`config.mk`:
```
export PLATFORM = sky130hd
export DESIGN_NAME = uart_cmd_bridge
export DESIGN_NICKNAME = d
export VERILOG_FILES = /design/src/rtl/tpu_uart_pkg.sv /design/src/rtl/uart_cmd_tx_serializer.sv /design/src/rtl/uart_cmd_bridge.sv
export SDC_FILE = /design/constraint.sdc
export NUM_CORES = 1
export LEC_CHECK = 0
export BUFFER_PORTS_ARGS = -buffer_cell sky130_fd_sc_hd__buf_4
export CAP_MARGIN = 20
export CORE_AREA = 2 2 275 277
export CTS_CLUSTER_DIAMETER = 150
export CTS_CLUSTER_SIZE = 20
export DETAILED_ROUTE_END_ITERATION = 10
export DIE_AREA = 0 0 277 279
export HOLD_SLACK_MARGIN = 0.08
export SLEW_MARGIN = 20
export SYNTH_ARGS = -nofsm -noshare
export SYNTH_HDL_FRONTEND = slang
export SYNTH_SLANG_ARGS = --single-unit
```
`constraint.sdc`:
```
create_clock -name clk -period 2.75 [get_ports clk]
set_input_delay 0.825 -clock clk [delete_from_list [all_inputs] [get_ports clk]]
set_output_delay 0.825 -clock clk [all_outputs]
set_load 0.05 [all_outputs]
```
`src/rtl/tpu_uart_pkg.sv`:
```
// Shared opcodes, response bytes, payload lengths and FSM encoding for the UART command bridge.
package tpu_uart_pkg;

  localparam logic [7:0] OP_WR_UB    = 8'h01;
  localparam logic [7:0] OP_WR_WT    = 8'h02;
  localparam logic [7:0] OP_WR_INSTR = 8'h03;
  localparam logic [7:0] OP_RD_UB    = 8'h04;
  localparam logic [7:0] OP_START    = 8'h05;
  localparam logic [7:0] OP_STATUS   = 8'h06;

  localparam logic [7:0] ACK_BYTE = 8'h4B;
  localparam logic [7:0] ERR_BYTE = 8'hEE;

  localparam int UB_BYTES    = 32;
  localparam int WT_BYTES    = 8;
  localparam int INSTR_BYTES = 4;
  localparam int RD_BYTES    = 32;

  typedef enum logic [2:0] {
    ST_IDLE     = 3'd0,
    ST_ADDR_LO  = 3'd1,
    ST_ADDR_HI  = 3'd2,
    ST_PAYLOAD  = 3'd3,
    ST_COMMIT   = 3'd4,
    ST_RD_ISSUE = 3'd5,
    ST_RD_WAIT  = 3'd6,
    ST_TX       = 3'd7
  } bridge_state_t;

  // Index of the final payload byte for a write opcode.
  function automatic logic [4:0] payload_last(input logic [7:0] op);
    case (op)
      OP_WR_UB:    payload_last = 5'(UB_BYTES - 1);
      OP_WR_WT:    payload_last = 5'(WT_BYTES - 1);
      OP_WR_INSTR: payload_last = 5'(INSTR_BYTES - 1);
      default:     payload_last = 5'd0;
    endcase
  endfunction

endpackage

```
`src/rtl/uart_cmd_tx_serializer.sv`:
```
// Response serializer: loads up to 32 bytes and shifts them out LSB-first over ready/valid.
module uart_cmd_tx_serializer
  import tpu_uart_pkg::*;
(
  input  logic         clk,
  input  logic         rst_n,
  input  logic         load,
  input  logic [255:0] load_word,
  input  logic [5:0]   load_count,
  input  logic         tx_ready,
  output logic         tx_valid,
  output logic [7:0]   tx_data,
  output logic         done
);

  logic [255:0] shreg_q;
  logic [5:0]   remain_q;

  assign tx_valid = (remain_q != 6'd0);
  assign tx_data  = shreg_q[7:0];
  assign done     = tx_valid && tx_ready && (remain_q == 6'd1);

  // Hold the current byte until it transfers, then shift in the next one.
  always_ff @(posedge clk or negedge rst_n) begin
    if (!rst_n) begin
      shreg_q  <= '0;
      remain_q <= '0;
    end else if (load) begin
      shreg_q  <= load_word;
      remain_q <= load_count;
    end else if (tx_valid && tx_ready) begin
      shreg_q  <= shreg_q >> 8;
      remain_q <= remain_q - 6'd1;
    end
  end

endmodule

```
`src/rtl/uart_cmd_bridge.sv`:
```
// Host command decoder: UART bytes in, TPU programming strobes and response bytes out.
//
// state      | meaning
// IDLE       | waiting for an opcode byte
// ADDR_LO    | collecting the address (low) byte
// ADDR_HI    | collecting the weight address high bits
// PAYLOAD    | collecting little-endian data bytes
// COMMIT     | one-cycle write or start strobe, queue ACK
// RD_ISSUE   | one-cycle UB read strobe
// RD_WAIT    | waiting out the UB read latency
// TX         | response bytes draining to the transmitter
module uart_cmd_bridge
  import tpu_uart_pkg::*;
#(
  parameter int TIMEOUT_CYCLES = 1_000_000,
  parameter int RD_LATENCY     = 1
) (
  input  logic         clk,
  input  logic         rst_n,
  input  logic         rx_valid,
  input  logic [7:0]   rx_data,
  output logic         tx_valid,
  output logic [7:0]   tx_data,
  input  logic         tx_ready,
  output logic         ub_wr_en,
  output logic [7:0]   ub_wr_addr,
  output logic [255:0] ub_wr_data,
  output logic         ub_rd_en,
  output logic [7:0]   ub_rd_addr,
  input  logic [255:0] ub_rd_data,
  output logic         wt_wr_en,
  output logic [9:0]   wt_wr_addr,
  output logic [63:0]  wt_wr_data,
  output logic         instr_wr_en,
  output logic [4:0]   instr_wr_addr,
  output logic [31:0]  instr_wr_data,
  output logic         start_execution,
  input  logic         sys_busy,
  input  logic         vpu_busy,
  input  logic         ub_busy,
  input  logic         sys_done,
  input  logic         vpu_done,
  input  logic         ub_done,
  output logic [7:0]   debug_state,
  output logic [7:0]   debug_cmd,
  output logic [15:0]  debug_byte_count
);

  localparam int TW = $clog2(TIMEOUT_CYCLES + 1);

  bridge_state_t state_q, state_d;
  logic [7:0]    opcode_q;
  logic [9:0]    addr_q;
  logic [255:0]  data_q;
  logic [4:0]    byte_idx_q;
  logic [TW-1:0] to_cnt_q;
  logic [1:0]    rd_cnt_q;
  logic          timeout_q, overrun_q;
  logic [15:0]   byte_cnt_q;

  logic          in_frame, busy_rx, timeout_hit, status_clr;
  logic          ser_load, ser_done;
  logic [255:0]  ser_word;
  logic [5:0]    ser_count;
  logic [7:0]    status_byte;

  assign in_frame    = (state_q == ST_ADDR_LO) || (state_q == ST_ADDR_HI) || (state_q == ST_PAYLOAD);
  assign busy_rx     = (state_q == ST_COMMIT) || (state_q == ST_RD_ISSUE) ||
                       (state_q == ST_RD_WAIT) || (state_q == ST_TX);
  assign timeout_hit = in_frame && !rx_valid && (to_cnt_q == TW'(1));
  assign status_clr  = (state_q == ST_TX) && (opcode_q == OP_STATUS) && ser_done;
  assign status_byte = {overrun_q, timeout_q, ub_done, vpu_done, sys_done, ub_busy, vpu_busy, sys_busy};

  // Write and read ports share one address/data register; each port views its own width.
  assign ub_wr_addr       = addr_q[7:0];
  assign ub_wr_data       = data_q;
  assign ub_rd_addr       = addr_q[7:0];
  assign wt_wr_addr       = addr_q;
  assign wt_wr_data       = data_q[63:0];
  assign instr_wr_addr    = addr_q[4:0];
  assign instr_wr_data    = data_q[31:0];
  assign debug_state      = {5'd0, state_q};
  assign debug_cmd        = opcode_q;
  assign debug_byte_count = byte_cnt_q;

  // State register.
  always_ff @(posedge clk or negedge rst_n) begin
    if (!rst_n) state_q <= ST_IDLE;
    else        state_q <= state_d;
  end

  // Next-state decode, strobes and response loading.
  always_comb begin
    state_d         = state_q;
    ser_load        = 1'b0;
    ser_word        = '0;
    ser_count       = 6'd1;
    ub_wr_en        = 1'b0;
    wt_wr_en        = 1'b0;
    instr_wr_en     = 1'b0;
    ub_rd_en        = 1'b0;
    start_execution = 1'b0;
    case (state_q)
      ST_IDLE: begin
        if (rx_valid) begin
          case (rx_data)
            OP_WR_UB, OP_WR_WT, OP_WR_INSTR, OP_RD_UB: state_d = ST_ADDR_LO;
            OP_START: state_d = ST_COMMIT;
            OP_STATUS: begin
              state_d       = ST_TX;
              ser_load      = 1'b1;
              ser_word[7:0] = status_byte;
            end
            default: begin
              state_d       = ST_TX;
              ser_load      = 1'b1;
              ser_word[7:0] = ERR_BYTE;
            end
          endcase
        end
      end
      ST_ADDR_LO: begin
        if (timeout_hit) state_d = ST_IDLE;
        else if (rx_valid) begin
          if (opcode_q == OP_WR_WT)      state_d = ST_ADDR_HI;
          else if (opcode_q == OP_RD_UB) state_d = ST_RD_ISSUE;
          else                           state_d = ST_PAYLOAD;
        end
      end
      ST_ADDR_HI: begin
        if (timeout_hit)   state_d = ST_IDLE;
        else if (rx_valid) state_d = ST_PAYLOAD;
      end
      ST_PAYLOAD: begin
        if (timeout_hit) state_d = ST_IDLE;
        else if (rx_valid && (byte_idx_q == payload_last(opcode_q))) state_d = ST_COMMIT;
      end
      ST_COMMIT: begin
        case (opcode_q)
          OP_WR_UB:    ub_wr_en        = 1'b1;
          OP_WR_WT:    wt_wr_en        = 1'b1;
          OP_WR_INSTR: instr_wr_en     = 1'b1;
          OP_START:    start_execution = 1'b1;
          default:     ;
        endcase
        state_d       = ST_TX;
        ser_load      = 1'b1;
        ser_word[7:0] = ACK_BYTE;
      end
      ST_RD_ISSUE: begin
        ub_rd_en = 1'b1;
        state_d  = ST_RD_WAIT;
      end
      ST_RD_WAIT: begin
        if (rd_cnt_q == 2'd0) begin
          state_d   = ST_TX;
          ser_load  = 1'b1;
          ser_word  = ub_rd_data;
          ser_count = 6'(RD_BYTES);
        end
      end
      ST_TX: begin
        if (ser_done) state_d = ST_IDLE;
      end
      default: state_d = ST_IDLE;
    endcase
  end

  // Frame capture, idle timer, read-latency timer, sticky flags and byte counter.
  always_ff @(posedge clk or negedge rst_n) begin
    if (!rst_n) begin
      opcode_q   <= '0;
      addr_q     <= '0;
      data_q     <= '0;
      byte_idx_q <= '0;
      to_cnt_q   <= TW'(TIMEOUT_CYCLES);
      rd_cnt_q   <= '0;
      timeout_q  <= 1'b0;
      overrun_q  <= 1'b0;
      byte_cnt_q <= '0;
    end else begin
      if (rx_valid) byte_cnt_q <= byte_cnt_q + 16'd1;

      if (rx_valid || !in_frame)    to_cnt_q <= TW'(TIMEOUT_CYCLES);
      else if (to_cnt_q != '0)      to_cnt_q <= to_cnt_q - TW'(1);

      case (state_q)
        ST_IDLE: if (rx_valid) begin
          opcode_q   <= rx_data;
          byte_idx_q <= '0;
        end
        ST_ADDR_LO:  if (rx_valid) addr_q <= {2'b00, rx_data};
        ST_ADDR_HI:  if (rx_valid) addr_q[9:8] <= rx_data[1:0];
        ST_PAYLOAD:  if (rx_valid) begin
          data_q[{byte_idx_q, 3'b000} +: 8] <= rx_data;
          byte_idx_q <= byte_idx_q + 5'd1;
        end
        ST_RD_ISSUE: rd_cnt_q <= 2'(RD_LATENCY - 1);
        ST_RD_WAIT:  if (rd_cnt_q != 2'd0) rd_cnt_q <= rd_cnt_q - 2'd1;
        default: ;
      endcase

      // A new event in the same cycle as the clearing transfer wins.
      if (timeout_hit)            timeout_q <= 1'b1;
      else if (status_clr)        timeout_q <= 1'b0;
      if (rx_valid && busy_rx)    overrun_q <= 1'b1;
      else if (status_clr)        overrun_q <= 1'b0;
    end
  end

  uart_cmd_tx_serializer u_ser (
    .clk        (clk),
    .rst_n      (rst_n),
    .load       (ser_load),
    .load_word  (ser_word),
    .load_count (ser_count),
    .tx_ready   (tx_ready),
    .tx_valid   (tx_valid),
    .tx_data    (tx_data),
    .done       (ser_done)
  );

endmodule

```
==> metrics.yaml <==
logic_synthesis:
  synth-edff-count: 0
  ys_top_cells_by_area: "dfrtp_1, mux2_2, nor2_1"
  synth_top_flop_cell: "dfrtp_1"
  yosysTopAreaCellShare_pct: 54.7
  synth-seq-cells: 584
  synth-compound-area-share_pct: 11.5
  ys_types: 64
  synth-xor-area-share_pct: 1.16
  yosysWarnings: 0
  syn_area_per_cell_sq_um: 10.1
  synth_mux_area_share_pct: 11.8
  syn-instance-count: 2604
  synth_fa_ha_area_share_pct: 0.616
  async_flop_share_pct: 100
  synth_top_family_by_area: "simple AND/OR/NAND/NOR gates"
  synth_top_cell_by_area: "dfrtp_1"
  yosys.area_share.simple_pct: 13.2
  synth_area_sq_um: 26400
  yosysSeqAreaShare_pct: 55.4
global_routing:
  grtUsageTotal_pct: 21.4
  grt_max_degree: 93
  grt_overflow: 0
  antenna_found_initial: 7
  grt_pass1_vias: 20900
  grt_pass1_wl_microns: 129000
placement:
  pre_cts_ws_ns: -0.576
  place_inst: 4131
  numPortBuffers: 697
  dpl_cell_area_sq_um: 32600
  dp_hpwl_microns: 63400
  place.gp.congestion: 0.859
timing:
  setup_viol: 4
  finalCritPeriodShare_pct: 113
  tns_ns: -1.39
  rsz0062_at_grt: "yes"
  layout_setup_ws_ns: -0.365
  fin_worst_skew_ns: 0.0235
  maxSlewViolCount: 0
  worst_pin_slew_ns: 0.781
  slew_headroom_pct: 47.8
  timing.hold.ws_ns: 0.205
  max_freq_ghz: 0.321
  min_period_ns: 3.12
  finalHoldViolCount: 0
status:
  outcome: "finished with violations"
  violations: "negative setup slack"
setup_path:
  cp_common_cell: "nor3_4"
  cp-start-kind: "register"
  critPathLaunch: "debug_cmd[4]"
  r2r-start: "debug_cmd[4]"
  critical-path-top-delay-family: "simple AND/OR/NAND/NOR gates"
  worst-path-buf-inv: 1
  path_cells: "or4_4 > nor3_4 > nand3b_1 > nor3_4 > buf_6"
  critPathRequiredTime_ns: 1.93
  r2r_setup_slack_ns: 0.06
  end_kind: "output pin"
  crit_path_max_incr_delay_ns: 0.58
  critPathMaxFanout: 3
  crit_slowest_cell: "or4_4"
  crit_type: "register to output pin"
  arrival_ns: 2.29
floorplanning:
  fp-row-count: 100
  die_area_sq_um: 77300
  core_area_sq_um: 74100
  die_width_microns: 277
  initial_core_util_pct: 35.6
  io_pins: 703
  die_h_microns: 279
routing:
  wirelength_microns: 85700
  via_per_inst: 5.09
  drt_iter0_drc: 1403
  wl_per_cell_microns: 20.5
  postRouteAntennaNets: 0
  drt_pass1_iterations: 6
  drc: 0
  vias: 21300
final_layout:
  area_delta_synth_final_pct: 27.7
  finish.utilization_pct: 45.5
  final_cells: 4187
  final_cell_mix: "buf_4, dfrtp_1, nor2_1"
  fin_nets: 3489
  layout-drive-gt1-share_pct: 37.0
  fin_area_sq_um: 33700
  multi_input_area_sq_um: 10200
  regArea_sq_um: 14600
  nFillCells: 7151
  layout.cells.most_common: "buf_4"
power:
  power_mw: 33.7
  powerDensity_nw_per_um2: 999
  leakagePower_nw: 16.2
  vdd_ir_drop_max_mv: 0.920
cts:
  clkLatencyLatePin_ns: 0.57
  cts_hold_buf: 0
  cts_made_buffers: 35
  cts_sinks: 584
  clock_path_buffers: 3
  cts-root-buf: "clkbuf_16"
  ctsHtreeMaxLevel: 2
  cts_tree: "yes"
  clkTransAtPathRegs_ns: 0.08
flow_run:
  drv_cap: 0
worst_hold_path:
  holdCritPathClass: "input pin to async pin"
==> power by group <==
group / internal [mW] / switching [mW]
logic: 5.22 / 10.1
registers: 11.2 / 1.73
clock network: 2.48 / 2.95
==> metal layers <==
metal	routed length [microns]	track usage, %	vias up
met5	74	0	-
met4	1800	5.00	10
met3	5440	4.56	99
met2	42200	36.6	669
met1	36200	27.8	10700
li1	-	-	9881
==> sequential cells by signal (all words and copies together), names as in the netlist <==
signal / count
state_q: 3
debug_byte_count: 16
byte_idx_q: 5
rd_cnt_q: 2
ub_wr_data: 256
overrun_q: 1
u_ser.shreg_q: 256
u_ser.remain_q: 6
to_cnt_q: 20
debug_cmd: 8
wt_wr_addr: 10
timeout_q: 1
==> timing repair <==
action	4_1_cts	5_1_grt
endpoints found under the setup margin	4	12
pin swaps	5	0
endpoints found under the hold margin	0	0
resized for setup	7	3
setup buffers	3	0
==> Yosys cell counts, types with 5 or more instances <==
master	n
nand3_1	37
or3_1	6
nand4_1	10
xor2_1	14
and3_1	9
a22o_1	11
nand2_1	326
a31oi_1	12
clkbuf_1	135
buf_4	132
and2_1	27
buf_2	5
nor3b_1	5
o21ai_0	262
nor4_1	11
mux2_2	274
ha_1	13
nor2_1	351
a211oi_1	5
xnor2_1	21
a21oi_1	250
dfstp_2	7
inv_1	15
dfrtp_1	577
nor3_1	21
==> cell type report <==
type	count	share of cell area, %
antenna	3	0.0223
clock inverter	1	0.0483
inverter	15	0.167
clock buffer	49	2.88
sequential	584	43.4
tap	969	3.60
multi-input combinational	1728	30.4
timing repair buffer	838	19.5
==> kinds of logic (layout without fill, tap and decap cells) <==
kind of cell | count (synthesis) | after routing
flops | 584 | 584
compound gates | 568 | 568
buf+inv | 296 | 903
fa+ha+maj | 13 | 13
simple gates | 829 | 829
other cells | 1 | 8
xor+xnor | 35 | 35
mux | 278 | 278
==> path summary, 6_finish.rpt <==
check                                            end  cells after the start
worst max-delay path                        wt_wr_en                      5
worst min-delay path                 ub_wr_data[138]                      1
worst max register to register            state_q[1]                      7
worst min register to register  debug_byte_count[15]                      1
max in group asynchronous                to_cnt_q[6]                      3
min in group clk                  u_ser.shreg_q[248]                      2
No activity file was read; power rests on OpenSTA's default activity.
